`src/rtl/tt_um_zoelus_uart_tx.sv`:
```
// Strobe-fed byte FIFO drained as UART frames on uio[1].
// Define UART_TX_PARITY_EN for 8E1 frames; default build is 8N1.
module tt_um_zoelus_uart_tx #(
  parameter int CLKS_PER_BIT = 87,
  parameter int FIFO_DEPTH   = 4
) (
  input  logic [7:0] ui_in,
  output logic [7:0] uo_out,
  input  logic [7:0] uio_in,
  output logic [7:0] uio_out,
  output logic [7:0] uio_oe,
  input  logic       ena,
  input  logic       clk,
  input  logic       rst_n
);

  localparam int AW = $clog2(FIFO_DEPTH);
  localparam int CW = AW + 1;
  localparam int BW = 10;

  typedef enum logic [2:0] {
    IDLE, START, DATA, PARITY, STOP
  } state_e;

  state_e         state_q, state_d;
  logic [BW-1:0]  baud_q, baud_d;
  logic [2:0]     bit_q, bit_d;
  logic [7:0]     sh_q, sh_d;
  logic           tx_q, tx_d;
  logic           busy_q, busy_d;
  logic [2:0]     s_q;
  logic [7:0]     mem_q [FIFO_DEPTH];
  logic [AW-1:0]  rd_q, rd_d, wr_q, wr_d;
  logic [CW-1:0]  cnt_q, cnt_d;
  logic           ovf_q, ovf_d;
  logic           push, pop, push_ok;
  logic           full, empty, done;
  logic [3:0]     cnt4;
`ifdef UART_TX_PARITY_EN
  logic           par_q, par_d;
`endif
  logic           unused_ok;

  assign unused_ok = ^{ena, uio_in[7:1]};

  assign push    = s_q[1] & ~s_q[2];
  assign full    = (cnt_q == CW'(FIFO_DEPTH));
  assign empty   = (cnt_q == '0);
  assign done    = (baud_q == BW'(CLKS_PER_BIT - 1));
  assign push_ok = push & (~full | pop);
  assign cnt4    = 4'(cnt_q);

  // FIFO bookkeeping and sticky overflow on dropped pushes
  always_comb begin
    ovf_d = ovf_q | (push & full & ~pop);
    cnt_d = cnt_q + CW'(push_ok) - CW'(pop);
    wr_d  = wr_q + AW'(push_ok);
    rd_d  = rd_q + AW'(pop);
  end

  // FSM next state, shift register and registered pin values
  always_comb begin
    state_d = state_q;
    baud_d  = done ? '0 : baud_q + BW'(1);
    bit_d   = bit_q;
    sh_d    = sh_q;
    pop     = 1'b0;
`ifdef UART_TX_PARITY_EN
    par_d   = par_q;
`endif
    unique case (state_q)
      IDLE: begin
        baud_d = '0;
        if (!empty) begin
          pop     = 1'b1;
          sh_d    = mem_q[rd_q];
          state_d = START;
        end
      end
      START: begin
        if (done) begin
          state_d = DATA;
          bit_d   = '0;
        end
      end
      DATA: begin
        if (done) begin
          sh_d  = {1'b0, sh_q[7:1]};
          bit_d = bit_q + 3'd1;
          if (bit_q == 3'd7) begin
`ifdef UART_TX_PARITY_EN
            state_d = PARITY;
`else
            state_d = STOP;
`endif
          end
        end
      end
      PARITY: begin
        if (done) state_d = STOP;
      end
      STOP: begin
        if (done) begin
          if (!empty) begin
            pop     = 1'b1;
            sh_d    = mem_q[rd_q];
            state_d = START;
          end else begin
            state_d = IDLE;
          end
        end
      end
      default: state_d = IDLE;
    endcase
`ifdef UART_TX_PARITY_EN
    if (pop) par_d = ^mem_q[rd_q];
`endif
    unique case (state_d)
      START:   tx_d = 1'b0;
      DATA:    tx_d = sh_d[0];
`ifdef UART_TX_PARITY_EN
      PARITY:  tx_d = par_d;
`endif
      default: tx_d = 1'b1;
    endcase
    busy_d = (state_d != IDLE) | (cnt_d != '0);
  end

  // State, datapath and status registers
  always_ff @(posedge clk or negedge rst_n) begin
    if (!rst_n) begin
      state_q <= IDLE;
      baud_q  <= '0;
      bit_q   <= '0;
      sh_q    <= '0;
      tx_q    <= 1'b1;
      busy_q  <= 1'b0;
      s_q     <= '0;
      rd_q    <= '0;
      wr_q    <= '0;
      cnt_q   <= '0;
      ovf_q   <= 1'b0;
`ifdef UART_TX_PARITY_EN
      par_q   <= 1'b0;
`endif
    end else begin
      state_q <= state_d;
      baud_q  <= baud_d;
      bit_q   <= bit_d;
      sh_q    <= sh_d;
      tx_q    <= tx_d;
      busy_q  <= busy_d;
      s_q     <= {s_q[1:0], uio_in[0]};
      rd_q    <= rd_d;
      wr_q    <= wr_d;
      cnt_q   <= cnt_d;
      ovf_q   <= ovf_d;
`ifdef UART_TX_PARITY_EN
      par_q   <= par_d;
`endif
    end
  end

  // FIFO storage; contents are don't-care once pointers reset
  always_ff @(posedge clk) begin
    if (push_ok) mem_q[wr_q] <= ui_in;
  end

  assign uo_out  = {ovf_q, tx_q, busy_q, full, cnt4};
  assign uio_out = {5'b0, busy_q, tx_q, 1'b0};
  assign uio_oe  = 8'b0000_0110;

endmodule

```
`config.mk`:
```
export PLATFORM = sky130hd
export DESIGN_NAME = tt_um_zoelus_uart_tx
export DESIGN_NICKNAME = d
export VERILOG_FILES = /design/src/rtl/tt_um_zoelus_uart_tx.sv
export SDC_FILE = /design/constraint.sdc
export NUM_CORES = 1
export LEC_CHECK = 0
export CORE_ASPECT_RATIO = 2
export CORE_MARGIN = 2
export CORE_UTILIZATION = 49
export CTS_BUF_LIST = sky130_fd_sc_hd__clkbuf_16
export CTS_CLUSTER_DIAMETER = 100
export DETAILED_ROUTE_END_ITERATION = 8
export PLACE_DENSITY = 0.78
export SLEW_MARGIN = 30
export SYNTH_ARGS = -nofsm -noshare
export SYNTH_HDL_FRONTEND = slang
export SYNTH_SLANG_ARGS = --single-unit
```
`constraint.sdc`:
```
create_clock -name clk -period 2.8 [get_ports clk]
set_input_delay 0.7 -clock clk [delete_from_list [all_inputs] [get_ports clk]]
set_output_delay 0.7 -clock clk [all_outputs]
set_load 0.1 [all_outputs]
```
Yosys cells after proc, flatten, opt, wreduce, memory -nomap -nowiden. Memories as Yosys holds them, arrays and structs flattened. Index checks and enable logic that the tools add are counted.

Flip-flop bits (word level): 37. Bits in writable memories: 32. Bits of input ports: 19. Output and inout bits: 24. Word-level logic and storage cells: 72. Memories kept: 1.

Add/subtract/negate cells: 6. Eq/ne operators: 12. Muxes and demuxes: 23. Bitwise logic cells: 10. Reductions and logical operators: 8.

Memory list: mem_q (depth 4, width 8, read ports 1, clocked after memory_dff 0, wr ports 1, line 32) `logic [7:0] mem_q [FIFO_DEPTH];`.

Operator list (number): 2-to-1 mux 3 bit (8); 2-to-1 mux 8 bit (3); one-hot mux 8 bit (3 select lines) (1); 2-to-1 mux 10 bit (2); one-hot mux 3 bit (5 select lines) (1); adder 10 x 1 -> 10 bit, second input constant (1); equality test 10 x 7 -> 1 bit, second input constant (1); equality test 3 x 2 -> 1 bit, second input constant (3); equality test 3 bit, second input constant (3); nonzero test 3 bit (3); equality test 3 x 1 -> 1 bit, second input constant (2); logical NOT 3 bit (2); != test 2 bit, second input constant (3); one-hot mux 3 bit (2 select lines) (1); AND reduction 3 bit (2); 2-to-1 mux 1 bit (5); adder 2 x 1 -> 2 bit (2); bitwise AND 1 bit (4); one-hot mux 1 bit (2 select lines) (2); adder 3 x 1 -> 3 bit (1); adder 3 x 1 -> 3 bit, second input constant (1); inverter 1 bit (3); bitwise OR 1 bit (3); subtractor 3 x 1 -> 3 bit (1); nonzero test 2 bit (1).

Depth between registers and ports, before layout.
Depth after elaboration: 10. Mapped depth: 12. Depth with buffers taken out: 12.

Worst setup path before layout. No wires, ideal clock.

Path type: register to register. Start point: register cnt_q[2]. End point: register busy_q. Arrival: 3.086 ns. Data required time: 2.662 ns. Path slack: -0.425 ns. Cell stages (with the launch flop): 10. Period minus slack after synthesis: 3.225 ns. Path through: dfrtp_1 nor3b_1 a21boi_0 nand2b_1 o21ai_0 ha_1 fa_1 xnor2_1 xnor2_1 or4_1.

RTL lines: start: declaration (line 34) `logic [CW-1:0] cnt_q, cnt_d;`; start signal: assignment (line 156) `cnt_q <= cnt_d;`; equality test 3 bit (line 47) `assign full = (cnt_q == CW'(FIFO_DEPTH));`; via full (line 37) `logic full, empty, done;`; inverter 1 bit (line 50) `assign push_ok = push & (~full | pop);`; bitwise OR 1 bit (line 50); bitwise AND 1 bit (line 50); adder 3 x 1 -> 3 bit (line 56) `cnt_d = cnt_q + CW'(push_ok) - CW'(pop);`; subtractor 3 x 1 -> 3 bit (line 56); via cnt_d[2] (line 34); nonzero test 3 bit (line 126) `busy_d = (state_d != IDLE) | (cnt_d != '0);`; bitwise OR 1 bit (line 126); via busy_d (line 30) `logic busy_q, busy_d;`; end signal: assignment (line 152) `busy_q <= busy_d;`; end: declaration (line 30).

The timed path passes the listed nets, and every way through them passes these cells. A chain may end at the register's enable or synchronous reset.

Worst setup path in the final report.
Start point: register baud_q[7]. End point: register busy_q.

Word-level cells in the longest chain between the ends: 9.

RTL lines: start: declaration (line 26) `logic [BW-1:0] baud_q, baud_d;`; start signal: assignment (line 148) `baud_q <= baud_d;`; equality test 10 x 7 -> 1 bit (*) (line 49) `assign done = (baud_q == BW'(CLKS_PER_BIT - 1));`; 2-to-1 mux 1 bit (*) (line 103) `if (done) begin`; one-hot mux 1 bit (2 select lines) (*) (line 71) `unique case (state_q)`; bitwise OR 1 bit (line 50); bitwise AND 1 bit (line 50); adder 3 x 1 -> 3 bit (line 56); subtractor 3 x 1 -> 3 bit (*) (line 56); via cnt_d[2] (line 34); nonzero test 3 bit (*) (line 126); bitwise OR 1 bit (*) (line 126); via busy_d (line 30).

The timed path passes the listed nets; every way through them passes the cells marked *.

==> impl_metrics.json <==
{
  "synth_area_per_cell_sq_um": 13.4,
  "grt_use_total": 0.183,
  "synthArstFlopShare": 0.536,
  "cts_buffers": 9,
  "endpoint": "busy_q",
  "rsz0062_at_grt": "yes",
  "cts_htree_levels": 3,
  "min_path_type": "reg2reg",
  "syn_to_final_growth_pct": 19.8,
  "drt_iter0_markers": 62,
  "crit_type": "reg2reg",
  "drv_slew": 0,
  "setup_violations": 1,
  "worstRegToRegCells": 9,
  "finalClockSkew_ns": 0.00534,
  "final_cell_mix": "34 x buf_4, 33 x dfrtp_1, 32 x edfxtp_1",
  "cts.sinks": 69,
  "cp.arrival_ns": 3.03,
  "grt_pass1_wl_um": 9580,
  "timing.rr.start": "baud_q[7]",
  "antenna_found_initial": 0,
  "timing.fmax_ghz": 0.353,
  "drc": 0,
  "gr-total-overflow": 0,
  "grt_max_degree": 38,
  "diodes": 0,
  "finalWorstSetupSlack_ns": -0.0334,
  "syn_area_sq_mm": 0.00320,
  "vias": 1964,
  "clk_latency_ns": 0.33,
  "fin_util": 0.608,
  "firstDrtPassIters": 4,
  "final_nets": 307,
  "wl_per_cell_um": 15.2,
  "hold_viol": 0,
  "cp_max_fo": 3,
  "crit_path_end_kind": "register",
  "critPathLaunchType": "register",
  "root_buffer": "clkbuf_16",
  "dieHeight_um": 118,
  "die_area_sq_mm": 0.00723,
  "core_area_sq_mm": 0.00631,
  "layout_commonest_cell": "buf_4",
  "setup_tns_ns": -0.0334,
  "whs_ns": 0.362,
  "synth_flop_cell": "dfrtp_1",
  "layout-drive-gt1-share": 0.253,
  "powerDensity_mw_per_mm2": 978,
  "peakVddDrop_v": 0.000708,
  "synthesis.instances": 239,
  "routed_wl_um": 5630,
  "ys_seq_area_frac": 0.590,
  "crit_start": "baud_q[7]",
  "preCtsSetupSlack_ns": -0.0740,
  "fp-row-count": 41,
  "ys_ff_latch": 69,
  "worstPathRequired_ns": 3.00,
  "cts_tree": "done",
  "io_pins": 43,
  "violations": "setup timing",
  "r2r_setup_slack_ns": -0.03,
  "grt_pass1_vias": 2073,
  "ys_types": 52,
  "hpwl_um": 4130,
  "synth_edf_count": 32,
  "place_congestion": 0.847,
  "cts-hold-fix-buffers": 0,
  "ant_nets": 0,
  "status": "finished, violations left",
  "period_share": 1.01,
  "initial_core_util": 0.507,
  "slew_headroom": 0.494,
  "yosys_warnings": 0,
  "die_x_um": 61.1,
  "r2r_end": "busy_q",
  "min_period_ns": 2.83,
  "port_buffers": 19,
  "leakagePower_nw": 1.59,
  "clockBufferDepth": 2,
  "drt-vias-per-instance": 5.29,
  "clkTransAtPathRegs_ns": 0.05,
  "cap_violations": 0,
  "worst_pin_slew_ns": 0.755
}
-- power breakdown --
part           switching, mW  total [mW]  internal, mW
logic                  0.750        1.21         0.456
clock network          0.388        1.06         0.675
registers              0.193        1.48          1.29
-- layer usage --
metal,part of all wire,vias up,track usage
met3,0.027,16,0.0460
met4,0.033,0,0.105
met2,0.60,34,0.320
li1,-,921,-
met1,0.34,993,0.182
met5,0,-,0
-- worst max-delay path, cell delays in order (launching register included) --
cell and delay, ns:
dfrtp_1 0.37, or3_4 0.42, o31ai_4 0.31, nor3b_4 0.26
o21ai_1 0.09, ha_2 0.18, fa_2 0.33, xnor2_1 0.14
xnor2_1 0.13, or4_1 0.46
-- cell usage after synthesis, types with 6 or more instances --
cell type / n / area share
nand2_1: 6 / 0.0070
dfrtp_1: 36 / 0.28
nor2_1: 17 / 0.020
edfxtp_1: 32 / 0.30
buf_4: 21 / 0.049
xor2_1: 7 / 0.019
o21ai_0: 9 / 0.014
inv_1: 9 / 0.011
xnor2_1: 7 / 0.019
mux4_2: 8 / 0.056
ha_1: 7 / 0.027
-- layout make-up --
type                    count  area (sq um)
multi-input cells         147          1160
inverters                   9          33.8
clock inverters             7          58.8
fillers                   488          2470
repair buffers             44           355
flip-flops and latches     69          1890
well taps                  86           108
clock buffers               9           225
-- kinds of logic (layout without fill, tap and decap cells) --
family | Yosys count | after routing | share of synthesized area
compound gates | 35 | 35 | 0.0809
xor+xnor | 14 | 14 | 0.0383
fa+ha+maj | 9 | 9 | 0.0371
buf+inv | 36 | 69 | 0.0672
flops | 69 | 69 | 0.590
mux | 11 | 11 | 0.0661
other cells | 2 | 15 | 0.00235
simple gates | 63 | 63 | 0.118
-- metrics by stage --
| step | total power, mW | cell area, sq um | instances |
|---|---|---|---|
| after floorplan | 2.40 | 3270 | 252 |
| after global placement | 2.66 | 3530 | 352 |
| after detailed placement | 2.70 | 3530 | 352 |
| after CTS | 3.77 | 3830 | 370 |
| after global routing | 3.93 | 3830 | 371 |
| final | 3.75 | 3830 | 371 |
-- repair_timing --
item | 4_1_cts | 5_1_grt
pin swaps | 4 | 0
setup endpoints to repair | 1 | 1
resized for setup | 1 | 0
setup buffers | 2 | 1
-- registers in the layout (all words and copies together) (netlist names) --
register and count:
state_q 3, ovf_q 1, bit_q 3, mem_q 32
tx_q 1, busy_q 1, rd_q 2, cnt_q 3
baud_q 10, sh_q 8, wr_q 2, s_q 3
-- how the worst min path moves through the flow --
stage	from	end	slack, ns	depth (start not counted)
floorplan	s_q[0]	s_q[1]	0.33	0
global placement	s_q[0]	s_q[1]	0.34	0
detailed placement	s_q[0]	s_q[1]	0.35	0
CTS	s_q[0]	s_q[1]	0.36	0
global route	s_q[0]	s_q[1]	0.38	0
finish	s_q[0]	s_q[1]	0.36	0
(Power assumes the default switching activity.)
